### config.mk
export PLATFORM = sky130hd
export DESIGN_NAME = cpu_fetch
export DESIGN_NICKNAME = d
export VERILOG_FILES = /design/src/rtl/cpu_pkg.sv /design/src/rtl/cpu_fetch_fifo.sv /design/src/rtl/cpu_fetch.sv
export SDC_FILE = /design/constraint.sdc
export NUM_CORES = 1
export LEC_CHECK = 0
export ABC_AREA = 1
export BUFFER_PORTS_ARGS = -buffer_cell sky130_fd_sc_hd__clkbuf_2
export CAP_MARGIN = 20
export CORE_MARGIN = 5
export CORE_UTILIZATION = 30
export CTS_BUF_LIST = sky130_fd_sc_hd__clkbuf_4
export CTS_CLUSTER_DIAMETER = 50
export DETAILED_ROUTE_END_ITERATION = 6
export GPL_TIMING_DRIVEN = 1
export PLACE_DENSITY = 0.48
export REMOVE_ABC_BUFFERS = 1
export SKIP_LAST_GASP = 1
export SLEW_MARGIN = 40
export SYNTH_ARGS = -nofsm -noshare
export SYNTH_HDL_FRONTEND = slang
export SYNTH_SLANG_ARGS = --single-unit
### constraint.sdc
create_clock -name i_clk -period 7.1 [get_ports i_clk]
set_clock_uncertainty 0.15 [all_clocks]
set_input_delay 0.355 -clock i_clk [delete_from_list [all_inputs] [get_ports i_clk]]
set_output_delay 0.355 -clock i_clk [all_outputs]
set_load 0.02 [all_outputs]
### src/rtl/cpu_pkg.sv
// Shared CPU definitions: fetch FSM states, datapath widths and the
// default boot address.
package cpu_pkg;

    localparam int XLEN = 32;
    localparam int ILEN = 32;

    localparam logic [XLEN-1:0] DEFAULT_RESET_PC = 32'h0000_0000;

    // BOOT: one settling cycle after reset, no requests.
    // RUN : normal sequential fetching.
    // HALT: terminal after a misaligned redirect; left only by reset.
    typedef enum logic [1:0] {
        BOOT = 2'd0,
        RUN  = 2'd1,
        HALT = 2'd2
    } fetch_state_e;

endpackage

### src/rtl/cpu_fetch_fifo.sv
// Small synchronous in-order FIFO with a single-cycle flush and an
// occupancy count. DEPTH must be a power of two so the pointers wrap
// naturally. Flush has priority over push and pop in the same cycle.
module cpu_fetch_fifo #(
    parameter int W     = 64,
    parameter int DEPTH = 2,
    localparam int CW   = $clog2(DEPTH + 1),
    localparam int PW   = (DEPTH > 1) ? $clog2(DEPTH) : 1
) (
    input  logic          clk,
    input  logic          rst_n,
    input  logic          flush,
    input  logic          push,
    input  logic [W-1:0]  push_data,
    input  logic          pop,
    output logic [W-1:0]  head,
    output logic          empty,
    output logic [CW-1:0] count
);

    logic [W-1:0]  mem [DEPTH];
    logic [PW-1:0] wr_ptr;
    logic [PW-1:0] rd_ptr;
    logic          do_pop;

    assign empty  = (count == '0);
    assign head   = mem[rd_ptr];
    assign do_pop = pop && !empty;

    // Pointer and occupancy bookkeeping; flush empties the queue at once.
    always_ff @(posedge clk or negedge rst_n) begin
        if (!rst_n) begin
            wr_ptr <= '0;
            rd_ptr <= '0;
            count  <= '0;
        end else if (flush) begin
            wr_ptr <= '0;
            rd_ptr <= '0;
            count  <= '0;
        end else begin
            if (push) begin
                wr_ptr <= wr_ptr + PW'(1);
            end
            if (do_pop) begin
                rd_ptr <= rd_ptr + PW'(1);
            end
            count <= count + CW'(push) - CW'(do_pop);
        end
    end

    // Entry storage; written on every accepted push.
    always_ff @(posedge clk or negedge rst_n) begin
        if (!rst_n) begin
            for (int i = 0; i < DEPTH; i++) begin
                mem[i] <= '0;
            end
        end else if (push && !flush) begin
            mem[wr_ptr] <= push_data;
        end
    end

    // A push into a full queue is only legal when the head leaves the same cycle.
    assert property (@(posedge clk) disable iff (!rst_n)
        (push && !flush) |-> ((int'(count) < DEPTH) || pop))
        else $error("cpu_fetch_fifo overflow");

endmodule

### src/rtl/cpu_fetch.sv
// Instruction fetch stage: issues sequential word requests, tags each with
// its PC, buffers returned words and hands {instruction, PC} to decode.
// Redirects flush everything and squash responses still in flight.
// Optional feature macro: CPU_FETCH_ALIGN_CHECK_EN (misaligned redirect
// target halts fetch and raises o_fetch_fault).
//
// Handshakes: a transfer happens on a cycle where valid && ready are both
// high at the rising clock edge. valid never depends combinationally on
// ready. The memory response channel has no ready: every i_mem_rsp_valid
// pulse is one word that must be taken.
module cpu_fetch
    import cpu_pkg::*;
#(
    parameter logic [XLEN-1:0] RESET_PC   = DEFAULT_RESET_PC,
    parameter int              FIFO_DEPTH = 2
) (
    input  logic            i_clk,
    input  logic            i_rst_n,
    output logic            o_mem_req_valid,
    output logic [XLEN-1:0] o_mem_req_addr,
    input  logic            i_mem_req_ready,
    input  logic            i_mem_rsp_valid,
    input  logic [ILEN-1:0] i_mem_rsp_data,
    output logic            o_inst_valid,
    output logic [ILEN-1:0] o_inst,
    output logic [XLEN-1:0] o_inst_pc,
    input  logic            i_inst_ready,
    input  logic            i_redirect_valid,
    input  logic [XLEN-1:0] i_redirect_pc,
    output logic            o_fetch_fault
);

    localparam int CW = $clog2(FIFO_DEPTH + 1);

    fetch_state_e          state_q;
    fetch_state_e          state_d;
    logic [XLEN-1:0]       pc_q;
    logic [CW-1:0]         outstanding_q;
    logic [CW-1:0]         outstanding_d;
    logic [CW-1:0]         drop_q;
    logic [CW:0]           in_use;
    logic                  req_fire;
    logic                  rsp_keep;
    logic                  inst_pop;
    logic                  misaligned;
    logic [XLEN-1:0]       redirect_target;

    logic [XLEN+ILEN-1:0]  fifo_head;
    logic                  fifo_empty;
    logic [CW-1:0]         fifo_count;
    logic [XLEN-1:0]       pcq_head;
    logic                  pcq_empty;
    logic [CW-1:0]         pcq_count;

    // Word-aligned redirect target; the low two bits never reach the PC.
    assign redirect_target = i_redirect_pc & ~XLEN'(3);

`ifdef CPU_FETCH_ALIGN_CHECK_EN
    assign misaligned    = i_redirect_valid && (i_redirect_pc[1:0] != 2'b00);
    assign o_fetch_fault = (state_q == HALT);
`else
    assign misaligned    = 1'b0;
    assign o_fetch_fault = 1'b0;
`endif

    // Credits: words in flight plus words buffered may never exceed the buffer.
    assign in_use          = (CW + 1)'(outstanding_q) + (CW + 1)'(fifo_count);
    assign o_mem_req_valid = (state_q == RUN) && (in_use < (CW + 1)'(FIFO_DEPTH));
    assign o_mem_req_addr  = pc_q;
    assign req_fire        = o_mem_req_valid && i_mem_req_ready;

    assign outstanding_d = outstanding_q + CW'(req_fire) - CW'(i_mem_rsp_valid);
    assign rsp_keep      = i_mem_rsp_valid && (drop_q == '0) && !i_redirect_valid;

    assign o_inst_valid = !fifo_empty;
    assign o_inst       = fifo_empty ? '0 : fifo_head[ILEN-1:0];
    assign o_inst_pc    = fifo_empty ? '0 : fifo_head[XLEN+ILEN-1:ILEN];
    assign inst_pop     = o_inst_valid && i_inst_ready;

    // FSM state register.
    always_ff @(posedge i_clk or negedge i_rst_n) begin
        if (!i_rst_n) begin
            state_q <= BOOT;
        end else begin
            state_q <= state_d;
        end
    end

    // FSM next state: BOOT lasts one cycle, HALT is terminal.
    always_comb begin
        state_d = state_q;
        case (state_q)
            BOOT:    state_d = RUN;
            RUN:     state_d = RUN;
            HALT:    state_d = HALT;
            default: state_d = BOOT;
        endcase
        if (misaligned) begin
            state_d = HALT;
        end
    end

    // Fetch PC: redirect wins over sequential advance; wraps modulo 2^32.
    always_ff @(posedge i_clk or negedge i_rst_n) begin
        if (!i_rst_n) begin
            pc_q <= RESET_PC;
        end else if (i_redirect_valid) begin
            pc_q <= redirect_target;
        end else if (req_fire) begin
            pc_q <= pc_q + XLEN'(4);
        end
    end

    // In-flight and to-be-discarded counts; a redirect marks all in-flight as stale.
    always_ff @(posedge i_clk or negedge i_rst_n) begin
        if (!i_rst_n) begin
            outstanding_q <= '0;
            drop_q        <= '0;
        end else begin
            outstanding_q <= outstanding_d;
            if (i_redirect_valid) begin
                drop_q <= outstanding_d;
            end else if (i_mem_rsp_valid && (drop_q != '0)) begin
                drop_q <= drop_q - CW'(1);
            end
        end
    end

    // PCs of live in-flight requests, consumed by their responses in order.
    cpu_fetch_fifo #(
        .W     (XLEN),
        .DEPTH (FIFO_DEPTH)
    ) u_pc_queue (
        .clk       (i_clk),
        .rst_n     (i_rst_n),
        .flush     (i_redirect_valid),
        .push      (req_fire),
        .push_data (pc_q),
        .pop       (rsp_keep),
        .head      (pcq_head),
        .empty     (pcq_empty),
        .count     (pcq_count)
    );

    // Instruction buffer presented to decode.
    cpu_fetch_fifo #(
        .W     (XLEN + ILEN),
        .DEPTH (FIFO_DEPTH)
    ) u_inst_fifo (
        .clk       (i_clk),
        .rst_n     (i_rst_n),
        .flush     (i_redirect_valid),
        .push      (rsp_keep),
        .push_data ({pcq_head, i_mem_rsp_data}),
        .pop       (inst_pop),
        .head      (fifo_head),
        .empty     (fifo_empty),
        .count     (fifo_count)
    );

    // A response with nothing in flight is a memory protocol error.
    assert property (@(posedge i_clk) disable iff (!i_rst_n)
        i_mem_rsp_valid |-> (outstanding_q != '0))
        else $error("cpu_fetch: response with nothing outstanding");

    // A kept response always has a matching PC tag.
    assert property (@(posedge i_clk) disable iff (!i_rst_n)
        rsp_keep |-> !pcq_empty)
        else $error("cpu_fetch: response without PC tag");

    // Stale plus live in-flight requests account for everything outstanding.
    assert property (@(posedge i_clk) disable iff (!i_rst_n)
        ((CW + 1)'(drop_q) + (CW + 1)'(pcq_count)) == (CW + 1)'(outstanding_q))
        else $error("cpu_fetch: drop/outstanding bookkeeping broken");

endmodule

==> results.sh <==
export IMPL_fmax_mhz=302
export IMPL_setup_tns_ns=0
export IMPL_grt_pass1_vias=9552
export IMPL_areaGrowthSynthToFinish_pct=23.8
export IMPL_finalHoldViolCount=0
export IMPL_maxSlewHeadroom=0.488
export IMPL_p_per_area_mw_per_mm2=395
export IMPL_clk_pin_slew_ns=0.06
export IMPL_grt_pass1_wl_um=52000
export IMPL_routed_wl_um=32000
export IMPL_synthMuxAreaShare=0.0304
export IMPL_postSynth_asyncResetShare=1.00
export IMPL_vias=9435
export IMPL_cp_end_kind="output pin"
export IMPL_yosys_area_top_type="dfrtp_1"
export IMPL_yosysTopAreaCellShare=0.514
export IMPL_setup_viol=0
export IMPL_die_h_um=202
export IMPL_antenna_left=0
export IMPL_hold_path_class="in -> reg"
export IMPL_h_tree_depth=3
export IMPL_status="finished, final reports clean"
export IMPL_yosysSeqAreaShare=0.514
export IMPL_core_area_mm2=0.0366
export IMPL_ys_ff_latch=228
export IMPL_ys_warn_count=0
export IMPL_post_route_period_util=0.466
export IMPL_synth_cell_area_mm2=0.0111
export IMPL_io_buffer_count=161
export IMPL_rsz0062_at_grt="false"
export IMPL_clk_latency_ns=0.66
export IMPL_clockBufferDepth=3
export IMPL_utilization=0.376
export IMPL_fp_row_count=70
export IMPL_synth_flop_cell="dfrtp_1"
export IMPL_grt_usage=0.156
export IMPL_post_cts_resized=0
export IMPL_synth_area_leaders="dfrtp_1, nand2_1, o21ai_0"
export IMPL_synth_common_cells="nand2_1, dfrtp_1, o21ai_0"
export IMPL_fp_dieW_um=202
export IMPL_place_congestion=0.798
export IMPL_drt_iter0_drc=368
export IMPL_postCtsSetupBuffers=0
export IMPL_syn_avg_cell_area_um2=8.14
export IMPL_grt_max_degree=100
export IMPL_synth_top_family_by_area="simple AND/OR/NAND/NOR gates"
export IMPL_synth_edff_count=0
export IMPL_syn_inst=1365
export IMPL_leakage_nw=6.98
export IMPL_yosys_area_share_simple=0.208
export IMPL_totalPowerFinal_mw=5.43
export IMPL_cp_arrival_ns=2.81
export IMPL_cts_root_buf="clkbuf_4"
export IMPL_worst_slew_pin_slew_ns=0.768
export IMPL_crit_fanout=34
export IMPL_startpoint_type="flip-flop"
export IMPL_min_period_ns=3.31
export IMPL_ir_drop_uv=143
export IMPL_cts_buffers=68
export IMPL_firstDrtPassIters=4
export IMPL_hold_buffers=67
export IMPL_die_area_mm2=0.0410
export IMPL_clock_sinks=228
export IMPL_dp_hpwl_um=20800
export IMPL_drive_above_1_share=0.216
export IMPL_synth_compound_area_frac=0.138
export IMPL_antenna_found_initial=1
export IMPL_grt_overflow=0
export IMPL_synth_xor_xnor_area_share=0.0134
export IMPL_yosys_area_share_adder=0.0108
export IMPL_final_max_slew_viol_count=0
export IMPL_synth_cell_types=30
export IMPL_num_nets_final=1683
export IMPL_wl_per_cell_um=15.2
export IMPL_cap_violations=0
export IMPL_avgViaCountPerCell=4.48
export IMPL_path_class="reg -> out"
export IMPL_worstPathRequired_ns=6.59
export IMPL_cts_tree="yes"
export IMPL_drc=0
export IMPL_pin_count=169
export IMPL_synth_most_common_cell="nand2_1"
export IMPL_initial_core_util=0.303
## critical path, stage by stage (launching register included)
cell,delay [ns]
dfrtp_1,0.42
nor2_2,0.05
buf_4,0.27
inv_1,0.49
buf_4,0.36
o21ai_0,0.12
a21oi_1,0.22
clkbuf_2,0.21
## cells in the final DEF (no fill, tap or decap), drive strengths merged
master and count:
nand2 477, clkbuf 252, dfrtp 228, o21ai 206, inv 146, dlygate4sd3 68, a21oi 65, nor2 63
nand3 37, mux2 30, buf 13, xor2 12, ha 8, clkinv 8, o211ai 7, xnor2 5
conb 5, diode 2, nor3 2, bufinv 2, nand4 1, a31oi 1, fa 1
## per-stage QoR
| stage | area (um2) | hold WS (ns) | setup WS, ns | std cells |
|---|---|---|---|---|
| 6_report | 13700 | 0.0609 | 3.79 | 2107 |
| 4_1_cts | 13700 | 0.00160 | 3.62 | 2103 |
| 2_1_floorplan | 10700 | -0.0906 | 3.88 | 1293 |
| 5_1_grt | 13700 | 0.0397 | 3.47 | 2107 |
| 3_5_place_dp | 12200 | 0.304 | 4.26 | 1933 |
| 3_3_place_gp | 12200 | 0.304 | 3.58 | 1932 |
## cells by family (layout without fill, tap and decap cells)
kind of cell | count (synthesis) | in the layout
AOI/OAI and AO/OA | 279 | 279
xor gates and xnor gates | 17 | 17
adders and majority gates | 9 | 9
buffers and inverters | 221 | 489
DFF | 228 | 228
muxes | 30 | 30
other | 1 | 7
and+or+nand+nor | 580 | 580
## final timing paths
kind                                                 from                         endpoint  slack, ns  depth (start not counted)
min in group asynchronous                         i_rst_n  u_inst_fifo.mem[57]$_DFFE_PN0P_       0.57                          3
max                        u_inst_fifo.count[1]$_DFF_PN0_                     o_inst_pc[3]       3.79                          7
max reg2reg                u_inst_fifo.count[0]$_DFF_PN0_   o_mem_req_addr[11]$_DFFE_PN0P_       4.31                         10
min                                       i_mem_req_ready   o_mem_req_addr[14]$_DFFE_PN0P_       0.06                          5
max in group asynchronous                         i_rst_n    u_pc_queue.rd_ptr$_DFFE_PN0P_       5.03                          5
min reg2reg                          state_q[1]$_DFF_PN0_             state_q[0]$_DFF_PN0_       0.29                          1
## sequential cells by signal, indices dropped and copies added, names as in the netlist, 2 cells and up
name               count
outstanding_q          2
u_pc_queue.mem        60
o_mem_req_addr        30
u_inst_fifo.mem      124
state_q                2
drop_q                 2
u_inst_fifo.count      2
u_pc_queue.count       2
## routing by layer
layer  GRT usage  vias up  part of all wire
li1            -     4816                 -
met1       0.207     4335              0.47
met2       0.248      228              0.45
met3      0.0425       56             0.055
met4      0.0529        0             0.025
met5           0        -                 0
## power by group
part	total (mW)	leakage (nW)	internal, mW	switching (mW)
clock	1.21	0.476	0.661	0.553
combinational	2.05	3.66	0.704	1.34
sequential	2.16	2.85	1.83	0.333
## layout make-up
type | count | area [um2]
fillers | 3953 | 22900
repair buffers | 241 | 1630
clock inverters | 11 | 96.3
multi-input cells | 920 | 4480
clock buffers | 92 | 691
diodes | 2 | 5.00
inverters | 145 | 547
flip-flops and latches | 228 | 5710
well taps | 468 | 586
No activity file was read; power rests on OpenSTA's default activity.
